[config.mk]
export PLATFORM = sky130hd
export DESIGN_NAME = operand_broadcaster
export DESIGN_NICKNAME = d
export VERILOG_FILES = /design/src/rtl/stripe_pkg.sv /design/src/rtl/tag_stepper.sv /design/src/rtl/operand_broadcaster.sv
export SDC_FILE = /design/constraint.sdc
export NUM_CORES = 1
export LEC_CHECK = 0
export CAP_MARGIN = 10
export CORE_AREA = 3 3 208 210
export DETAILED_ROUTE_END_ITERATION = 12
export DIE_AREA = 0 0 211 213
export PLACE_DENSITY = 0.66
export SETUP_SLACK_MARGIN = 0.5
export SLEW_MARGIN = 20
export SYNTH_ARGS = -nofsm -noshare
export SYNTH_HDL_FRONTEND = slang
export SYNTH_HIERARCHICAL = 1
export SYNTH_SLANG_ARGS = --single-unit
[constraint.sdc]
create_clock -name clk -period 2.9 [get_ports clk]
set_input_delay 0.435 -clock clk [delete_from_list [all_inputs] [get_ports clk]]
set_output_delay 0.435 -clock clk [all_outputs]
set_load 0.01 [all_outputs]
[src/rtl/stripe_pkg.sv]
// ---------------------------------------------------------------------------
// stripe_pkg
//   Definitions shared between the operand broadcaster and the stripe/PE side
//   of the operand bus.
//   - BLOCK_WIDTH : operand block width (8 lanes x 16 bit)
//   - TAG_WIDTH   : width of tags, strides, beat counts and memory addresses
//   - INSTR_WIDTH : PE instruction width
//   - bc_state_t  : operand broadcaster sequencing states
// ---------------------------------------------------------------------------
package stripe_pkg;

    localparam int BLOCK_WIDTH = 128;
    localparam int TAG_WIDTH   = 12;
    localparam int INSTR_WIDTH = 7;

    typedef enum logic [2:0] {
        ST_IDLE = 3'd0,  // waiting for a command
        ST_CFG  = 3'd1,  // configuration beat on the bus
        ST_RDA  = 3'd2,  // read block at curA
        ST_RDB  = 3'd3,  // read block at curB, capture d0
        ST_CAPB = 3'd4,  // capture d1
        ST_SEND = 3'd5,  // data beat on the bus
        ST_DONE = 3'd6   // completion pulse
    } bc_state_t;

endpackage : stripe_pkg

[src/rtl/tag_stepper.sv]
// ---------------------------------------------------------------------------
// tag_stepper
//   One tag register of the broadcaster: loads a base tag, advances by a
//   stride, or holds. Addition wraps modulo 2^W.
//   Ports:
//     clk    : clock, rising edge
//     rst_n  : asynchronous active-low reset (tag clears to 0)
//     load   : load base (has priority over step)
//     base   : base tag
//     step   : add stride to the current tag
//     stride : stride
//     tag    : current tag
// ---------------------------------------------------------------------------
module tag_stepper #(
    parameter int W = 12
) (
    input  logic         clk,
    input  logic         rst_n,
    input  logic         load,
    input  logic [W-1:0] base,
    input  logic         step,
    input  logic [W-1:0] stride,
    output logic [W-1:0] tag
);

    always_ff @(posedge clk or negedge rst_n) begin
        if (!rst_n) begin
            tag <= '0;
        end else if (load) begin
            tag <= base;
        end else if (step) begin
            tag <= tag + stride;
        end
    end

endmodule : tag_stepper

[src/rtl/operand_broadcaster.sv]
// ---------------------------------------------------------------------------
// operand_broadcaster
//   Transmit end of the stripe operand bus. Accepts one command, emits a
//   configuration beat (base tags, strides, iteration limit, instruction),
//   then for each iteration reads two blocks from block memory and emits a
//   (tagA, d0) / (tagB, d1) data beat, stepping both tags by their strides.
//   Ports:
//     clk, rst                  : clock; asynchronous active-low reset
//     cmd_valid/cmd_ready       : command handshake
//     cmd_tagA/B, cmd_strideA/B : base tags and strides
//     cmd_count, cmd_instr      : beat count, PE instruction
//     cmd_abort                 : abort the active command (no done)
//     mem_rd_en/mem_addr        : block memory read, data one cycle later
//     mem_rd_data               : block memory read data
//     cfg_valid/cfg_ready       : configuration beat handshake
//     strideA_OUT, strideB_OUT,
//     iter_lim_OUT, instr_OUT   : configuration payload
//     bus_valid/bus_ready       : data beat handshake
//     tagA_OUT, tagB_OUT        : tags (base tags during the cfg beat)
//     d0_OUT, d1_OUT            : operand blocks
//     done                      : one-cycle completion pulse
// ---------------------------------------------------------------------------
module operand_broadcaster #(
    parameter int BLOCK_WIDTH = stripe_pkg::BLOCK_WIDTH,
    parameter int TAG_WIDTH   = stripe_pkg::TAG_WIDTH,
    parameter int INSTR_WIDTH = stripe_pkg::INSTR_WIDTH
) (
    input  logic                   clk,
    input  logic                   rst,
    // command
    input  logic                   cmd_valid,
    output logic                   cmd_ready,
    input  logic [TAG_WIDTH-1:0]   cmd_tagA,
    input  logic [TAG_WIDTH-1:0]   cmd_tagB,
    input  logic [TAG_WIDTH-1:0]   cmd_strideA,
    input  logic [TAG_WIDTH-1:0]   cmd_strideB,
    input  logic [TAG_WIDTH-1:0]   cmd_count,
    input  logic [INSTR_WIDTH-1:0] cmd_instr,
    input  logic                   cmd_abort,
    // block memory
    output logic                   mem_rd_en,
    output logic [TAG_WIDTH-1:0]   mem_addr,
    input  logic [BLOCK_WIDTH-1:0] mem_rd_data,
    // configuration beat
    output logic                   cfg_valid,
    input  logic                   cfg_ready,
    output logic [TAG_WIDTH-1:0]   strideA_OUT,
    output logic [TAG_WIDTH-1:0]   strideB_OUT,
    output logic [TAG_WIDTH-1:0]   iter_lim_OUT,
    output logic [INSTR_WIDTH-1:0] instr_OUT,
    // data beat
    output logic                   bus_valid,
    input  logic                   bus_ready,
    output logic [TAG_WIDTH-1:0]   tagA_OUT,
    output logic [TAG_WIDTH-1:0]   tagB_OUT,
    output logic [BLOCK_WIDTH-1:0] d0_OUT,
    output logic [BLOCK_WIDTH-1:0] d1_OUT,
    output logic                   done
);

    import stripe_pkg::*;

    bc_state_t state, state_nxt;

    logic [TAG_WIDTH-1:0]   stride_a_q, stride_b_q, count_q, iter_q;
    logic [INSTR_WIDTH-1:0] instr_q;
    logic [BLOCK_WIDTH-1:0] d0_q, d1_q;
    logic [TAG_WIDTH-1:0]   cur_a, cur_b;

    logic accept;     // command taken this cycle
    logic beat_take;  // data beat taken this cycle (abort cancels it)
    logic last_beat;  // the beat on the bus is the final one
    logic abort_act;  // abort applies only outside IDLE

    assign abort_act = cmd_abort && (state != ST_IDLE);
    assign accept    = (state == ST_IDLE) && cmd_valid;
    assign beat_take = (state == ST_SEND) && bus_ready && !abort_act;
    assign last_beat = (TAG_WIDTH'(iter_q + 1'b1) == count_q);

    // ---------------------------------------------------------------------
    // tag registers: loaded with the base tags on accept, which is also
    // what the cfg beat shows, then stepped once per taken data beat
    // ---------------------------------------------------------------------
    tag_stepper #(.W(TAG_WIDTH)) u_step_a (
        .clk    (clk),
        .rst_n  (rst),
        .load   (accept),
        .base   (cmd_tagA),
        .step   (beat_take),
        .stride (stride_a_q),
        .tag    (cur_a)
    );

    tag_stepper #(.W(TAG_WIDTH)) u_step_b (
        .clk    (clk),
        .rst_n  (rst),
        .load   (accept),
        .base   (cmd_tagB),
        .step   (beat_take),
        .stride (stride_b_q),
        .tag    (cur_b)
    );

    // ---------------------------------------------------------------------
    // state register
    // ---------------------------------------------------------------------
    always_ff @(posedge clk or negedge rst) begin
        if (!rst) begin
            state <= ST_IDLE;
        end else begin
            state <= state_nxt;
        end
    end

    // ---------------------------------------------------------------------
    // next state
    // ---------------------------------------------------------------------
    always_comb begin
        state_nxt = state;
        case (state)
            ST_IDLE: if (cmd_valid) state_nxt = ST_CFG;
            ST_CFG:  if (cfg_ready) state_nxt = (count_q == '0) ? ST_DONE : ST_RDA;
            ST_RDA:  state_nxt = ST_RDB;
            ST_RDB:  state_nxt = ST_CAPB;
            ST_CAPB: state_nxt = ST_SEND;
            ST_SEND: if (bus_ready) state_nxt = last_beat ? ST_DONE : ST_RDA;
            ST_DONE: state_nxt = ST_IDLE;
            default: state_nxt = ST_IDLE;
        endcase
        // abort overrides any same-cycle handshake
        if (abort_act) state_nxt = ST_IDLE;
    end

    // ---------------------------------------------------------------------
    // command fields, iteration counter, block capture
    // ---------------------------------------------------------------------
    always_ff @(posedge clk or negedge rst) begin
        if (!rst) begin
            stride_a_q <= '0;
            stride_b_q <= '0;
            count_q    <= '0;
            instr_q    <= '0;
            iter_q     <= '0;
            d0_q       <= '0;
            d1_q       <= '0;
        end else begin
            if (accept) begin
                stride_a_q <= cmd_strideA;
                stride_b_q <= cmd_strideB;
                count_q    <= cmd_count;
                instr_q    <= cmd_instr;
                iter_q     <= '0;
            end else if (beat_take) begin
                iter_q <= iter_q + 1'b1;
            end
            // read issued in RDA returns during RDB, read from RDB during CAPB
            if (state == ST_RDB)  d0_q <= mem_rd_data;
            if (state == ST_CAPB) d1_q <= mem_rd_data;
        end
    end

    // ---------------------------------------------------------------------
    // outputs: decoded from registered state or taken straight from
    // registers, so ready inputs never reach the payload
    // ---------------------------------------------------------------------
    always_comb begin
        cmd_ready = (state == ST_IDLE);
        cfg_valid = (state == ST_CFG);
        bus_valid = (state == ST_SEND);
        done      = (state == ST_DONE);
        mem_rd_en = (state == ST_RDA) || (state == ST_RDB);
        mem_addr  = '0;
        if (state == ST_RDA) mem_addr = cur_a;
        if (state == ST_RDB) mem_addr = cur_b;
    end

    assign strideA_OUT  = stride_a_q;
    assign strideB_OUT  = stride_b_q;
    assign iter_lim_OUT = count_q;
    assign instr_OUT    = instr_q;
    assign tagA_OUT     = cur_a;
    assign tagB_OUT     = cur_b;
    assign d0_OUT       = d0_q;
    assign d1_OUT       = d1_q;

endmodule : operand_broadcaster

# --- Yosys cells after proc, flatten, opt, wreduce, memory -nomap -nowiden ---
# Index checks and enable logic that the tools add are counted.
word_totals:
  regBits: 338
  input_bits: 201
  elab_cells: 49
classes:
  mux: 15
  n_addsub: 3
  n_reduce_logical: 11
  n_eq_ne: 10
ops:
  columns: ["operator", "count"]
  rows:
  - ["two-way mux 12 bit", 8]
  - ["adder 12 bit", 2]
  - ["two-way mux 3 bit", 6]
  - ["case mux 3 bit (6 select lines)", 1]
  - ["adder 12 x 1 -> 12 bit (second input constant)", 1]
  - ["== test 12 bit", 1]
  - ["logical NOT 12 bit", 1]
  - ["== test 3 bit (second input constant)", 3]
  - ["== test 3 x 2 -> 1 bit (second input constant)", 2]
  - ["inequality test 3 x 1 -> 1 bit (second input constant)", 2]
  - ["logical AND 1 bit", 4]
  - ["== test 3 x 1 -> 1 bit (second input constant)", 1]
  - ["logical NOT 3 bit", 1]
  - ["inequality test 3 x 2 -> 1 bit (second input constant)", 1]
  - ["AND reduction 3 bit", 1]
  - ["nonzero test 3 bit", 1]
  - ["nonzero test 2 bit", 1]
  - ["logical NOT 1 bit", 1]
  - ["logical OR 1 bit", 1]

# --- Longest topological paths before layout ---
logic_depth:
  ltp_word: 6
  mapped_depth: 10

# --- Hierarchy ---
# Netlist, hierarchy kept.
by_module_without_submodules:
  columns: ["mod", "seq_area_each_um2", "area_each_um2", "cells_each", "instances"]
  rows:
  - ["operand_broadcaster", 7857.5, 12612.1, 820, 1]
  - ["tag_stepper at u_step_b", 300.3, 1131.1, 128, 1]
  - ["tag_stepper at u_step_a", 300.3, 1006.0, 112, 1]

# --- Worst setup path before layout ---
# No wires, ideal clock.
synth_path:
  kind: "register -> register"
  start: "register state[2]"
  end: "register u_step_a.tag[8]"
  arrival_time_ns: 2.167
  synth_period_minus_slack_ns: 2.293
  setup_slack_ns: 0.607
  path_stages_with_launch: 11
  cell_sequence: "dfrtp_1 buf_2 nor3_2 and2_1 buf_2 buf_4 clkbuf_1 clkinv_1 nand3_1 mux2i_1 a221o_1"
synth_rtl:
  columns: ["item", "line_no", "source"]
  rows:
  - ["start: declaration", "operand_broadcaster.sv:63", "bc_state_t state, state_nxt;"]
  - ["start signal: assignment", "operand_broadcaster.sv:111", "state <= state_nxt;"]
  - ["logical NOT 3 bit (*)", null, null]
  - ["named net cmd_ready", "operand_broadcaster.sv:32", "output logic cmd_ready,"]
  - ["logical AND 1 bit (*)", "operand_broadcaster.sv:76", "assign accept = (state == ST_IDLE) && cmd_valid;"]
  - ["named net accept", "operand_broadcaster.sv:70", "logic accept;"]
  - ["two-way mux 12 bit or nonzero test 2 bit (tied branches)", null, null]
  - ["end signal: assignment", "tag_stepper.sv:30", "tag <= base;"]
  - ["end signal: assignment", "tag_stepper.sv:32", "tag <= tag + stride;"]
  - ["end: declaration", "tag_stepper.sv:23", "output logic [W-1:0] tag"]
# Mark *: on every way through the listed nets, which the timed path passes. The rest lies on a longest branch.
# A chain may end at the register's enable or synchronous reset.

# --- Worst setup path in the final report ---
layout_path:
  start: "register state[0]"
  end: "output mem_addr[6]"
layout_via:
  elab_chain_cells: 3
layout_lines:
  columns: ["item", "line_no", "source"]
  rows:
  - ["== test 3 x 2 -> 1 bit", "operand_broadcaster.sv:173", "if (state == ST_RDA) mem_addr = cur_a;"]
  - ["two-way mux 12 bit", "operand_broadcaster.sv:173", null]
  - ["two-way mux 12 bit (*)", "operand_broadcaster.sv:174", "if (state == ST_RDB) mem_addr = cur_b;"]
  - ["end: declaration", "operand_broadcaster.sv:42", "output logic [TAG_WIDTH-1:0] mem_addr,"]
# Every way passes the cells marked *; elsewhere a longest branch is shown, timed or not.

==> results_dict.tcl <==
set metrics [dict create \
    drt-initial-drc-count 583 \
    clk_pin_slew_ps 60 \
    ys.warnings.count 6 \
    finalWirelength_mm 47.58 \
    clock_skew_ps 14.31 \
    synth_ff_type "dfrtp_1" \
    ys_top_cells_by_area "dfrtp_1 57%, mux2_2 15%, mux2_1 8.2%, ha_1 2.0%, mux2i_1 1.6%" \
    cts_sinks 338 \
    cts_made_buffers 40 \
    tightest_slew_ps 697.4 \
    dr.pass1.iters 5 \
    synthCells 1060 \
    finalHoldViolCount 0 \
    outcome "finished clean" \
    grt_usage 0.2052 \
    synth_area_um2 14750 \
    htreeDepth 2 \
    leakage_uw 0.009460 \
    antenna_found_initial 5 \
    endpoint_kind "primary output" \
    cp_max_fo 15 \
    die_x_um 211 \
    grt_pass1_wl_mm 70.59 \
    cap_viol_max_count 0 \
    clock-root-buffer "clkbuf_16" \
    drc 0 \
    num_vias 10940 \
    grt_start_max_net_pins 81 \
    syn-num-nets 1287 \
    start_util 0.3532 \
    finalCritPeriodShare 0.8120 \
    min_period_ps 2355 \
    synth_largest_area_cell "dfrtp_1" \
    drt-vias-per-instance 4.976 \
    cts_tree "done" \
    clkLatencyLatePin_ps 550 \
    worstPathRequired_ps 2470 \
    core_um2 41760 \
    setup_violations 0 \
    rsz0062_at_grt "yes" \
    synth_commonest_cells "338 x dfrtp_1, 197 x mux2_2, 108 x mux2_1" \
    die_area_um2 44940 \
    finalMaxSlewViolations 0 \
    ir_drop_v 0.0006118 \
    wl_per_cell_um 21.64 \
    cp-start-kind "register" \
    port_buffers 540 \
    cp_data_arrival_time_ps 1920 \
    die_y_um 213 \
    syn_area_per_cell_um2 13.91 \
    criticalPathCategory "register to primary output" \
    synth_seq_area_share 0.5735 \
    gp_congestion 0.9170 \
    yosysTopAreaCellShare 0.5735 \
    postSynth.asyncResetShare 1.000 \
    ys_seq_elements 338 \
    slew_headroom 0.5351 \
    fp-row-count 75 \
    holdCritPathClass "input port to register" \
    grt.overflow.total 0 \
    tns_ps 0 \
    synth_edf_count 0 \
    synth_cell_type_count 70 \
    yosysMostFrequentCell "dfrtp_1" \
    ant_nets 0 \
    power_density_nw_per_um2 1189 \
    grt_pass1_vias 11440 \
    rrSetupSlack_ps 620 \
    clockBufferDepth 3 \
    dpl.hpwl_mm 36.35 \
    hold_slack_ps 437.8 \
    synthToLayoutAreaGrowth_pct 51.20 \
    layout.nets 1852 \
    ios 541 \
    drive_above_1_share 0.1987 \
    fmax_ghz 0.4247 \
]
[cells in the final DEF, fill, tap and decap left out, types with 5 or more instances in the layout]
| cell type | netlist | routed |
|---|---|---|
| a211oi_1 | 5 | 5 |
| a21o_1 | 7 | 7 |
| a21oi_1 | 16 | 16 |
| a22oi_1 | 7 | 7 |
| buf_12 | 0 | 8 |
| buf_4 | 19 | 25 |
| clkbuf_16 | 0 | 40 |
| clkbuf_8 | 0 | 17 |
| clkdlybuf4s50_1 | 0 | 523 |
| clkinv_2 | 0 | 8 |
| dfrtp_1 | 338 | 335 |
| dlygate4sd2_1 | 0 | 9 |
| dlymetal6s2s_1 | 0 | 7 |
| ha_1 | 24 | 24 |
| inv_1 | 13 | 13 |
| mux2_1 | 108 | 108 |
| mux2_2 | 197 | 197 |
| mux2i_1 | 23 | 22 |
| nand2_1 | 36 | 35 |
| nand3_1 | 12 | 12 |
| nand3b_1 | 7 | 7 |
| nor2_1 | 45 | 44 |
| nor2b_1 | 9 | 9 |
| o21ai_0 | 34 | 34 |
| o21ai_1 | 7 | 7 |
| or3_1 | 6 | 6 |
| xnor2_1 | 20 | 20 |
| xor2_1 | 8 | 8 |
[flip-flops by register name (all words and copies together), names as in the netlist]
| name | flops |
|---|---|
| iter_lim_OUT | 12 |
| strideA_OUT | 12 |
| u_step_a/tag | 12 |
| d0_OUT | 128 |
| state | 3 |
| strideB_OUT | 12 |
| d1_OUT | 128 |
| instr_OUT | 7 |
| iter_q | 12 |
| u_step_b/tag | 12 |
[critical path, stage by stage (launching register included)]
cell,delay (ps)
dfrtp_2,430
buf_8,170
mux2i_1,130
nor2_1,100
clkdlybuf4s50_1,540
[logic make-up (layout without fill, tap and decap cells)]
logic type / Yosys count / count (layout) / synth area share
simple gates: 153 / 153 / 0.05404
xor+xnor: 28 / 28 / 0.01663
buf+inv: 69 / 665 / 0.03045
other cells: 0 / 4 / 0
flops: 338 / 338 / 0.5735
compound gates: 118 / 118 / 0.05387
mux: 328 / 328 / 0.2485
fa+ha+maj: 26 / 26 / 0.02307
[power by group]
group / switching (uW) / leakage (uW) / internal, uW
logic: 5390 / 0.00470 / 7230
registers: 1600 / 0.00405 / 7030
clock network: 2020 / 0.000713 / 3250
total: 9010 / 0.00946 / 17500
[what timing repair did]
| item | in CTS | in global routing |
|---|---|---|
| buffers inserted | 8 | 0 |
| gates resized for setup | 18 | 10 |
| endpoints found under the hold margin | 72 | 0 |
| hold buffers | 1 | 0 |
| setup endpoints to repair | 17 | 10 |
[metrics by stage]
stage,util,instances,cell area [um^2],total power (uW),setup WS (ps)
3_3_place_gp,0.4971,2113,20760,21090,346.5
5_1_grt,0.5341,2199,22300,28060,478.1
6_report,0.5341,2199,22300,26520,545.1
4_1_cts,0.5332,2195,22270,26830,443.7
3_5_place_dp,0.4971,2113,20760,21320,282.2
2_1_floorplan,-,1060,14750,14330,606.9
[final cells by class]
cell class	count	area [um^2]
diodes	4	10.01
clock buffers	59	1242
clock inverters	14	178.9
fillers	3526	19460
inverters	17	71.32
multi-input cells	653	5873
flip-flops and latches	338	8462
well taps	539	674.4
repair buffers	575	5789
[final timing paths]
| check | startpoint | to | depth (start not counted) |
|---|---|---|---|
| min in group asynchronous | rst | strideB_OUT[2] | 2 |
| worst max-delay path | state[0] | mem_addr[6] | 4 |
| worst max register to register | u_step_b/tag[0] | u_step_b/tag[10] | 9 |
| max in group asynchronous | rst | d1_OUT[111] | 3 |
| worst min-delay path | cmd_tagB[5] | u_step_b/tag[5] | 3 |
| worst min register to register | d0_OUT[67] | d0_OUT[67] | 1 |
[routing by layer]
layer | track usage | routed length (um) | vias to the layer above
li1 | - | - | 4959
met1 | 0.2326 | 18030 | 5473
met2 | 0.3669 | 24210 | 438
met3 | 0.07214 | 4079 | 71
met4 | 0.05912 | 1249 | 2
met5 | 0 | 12 | -
Power figures use the tool's default switching activity.
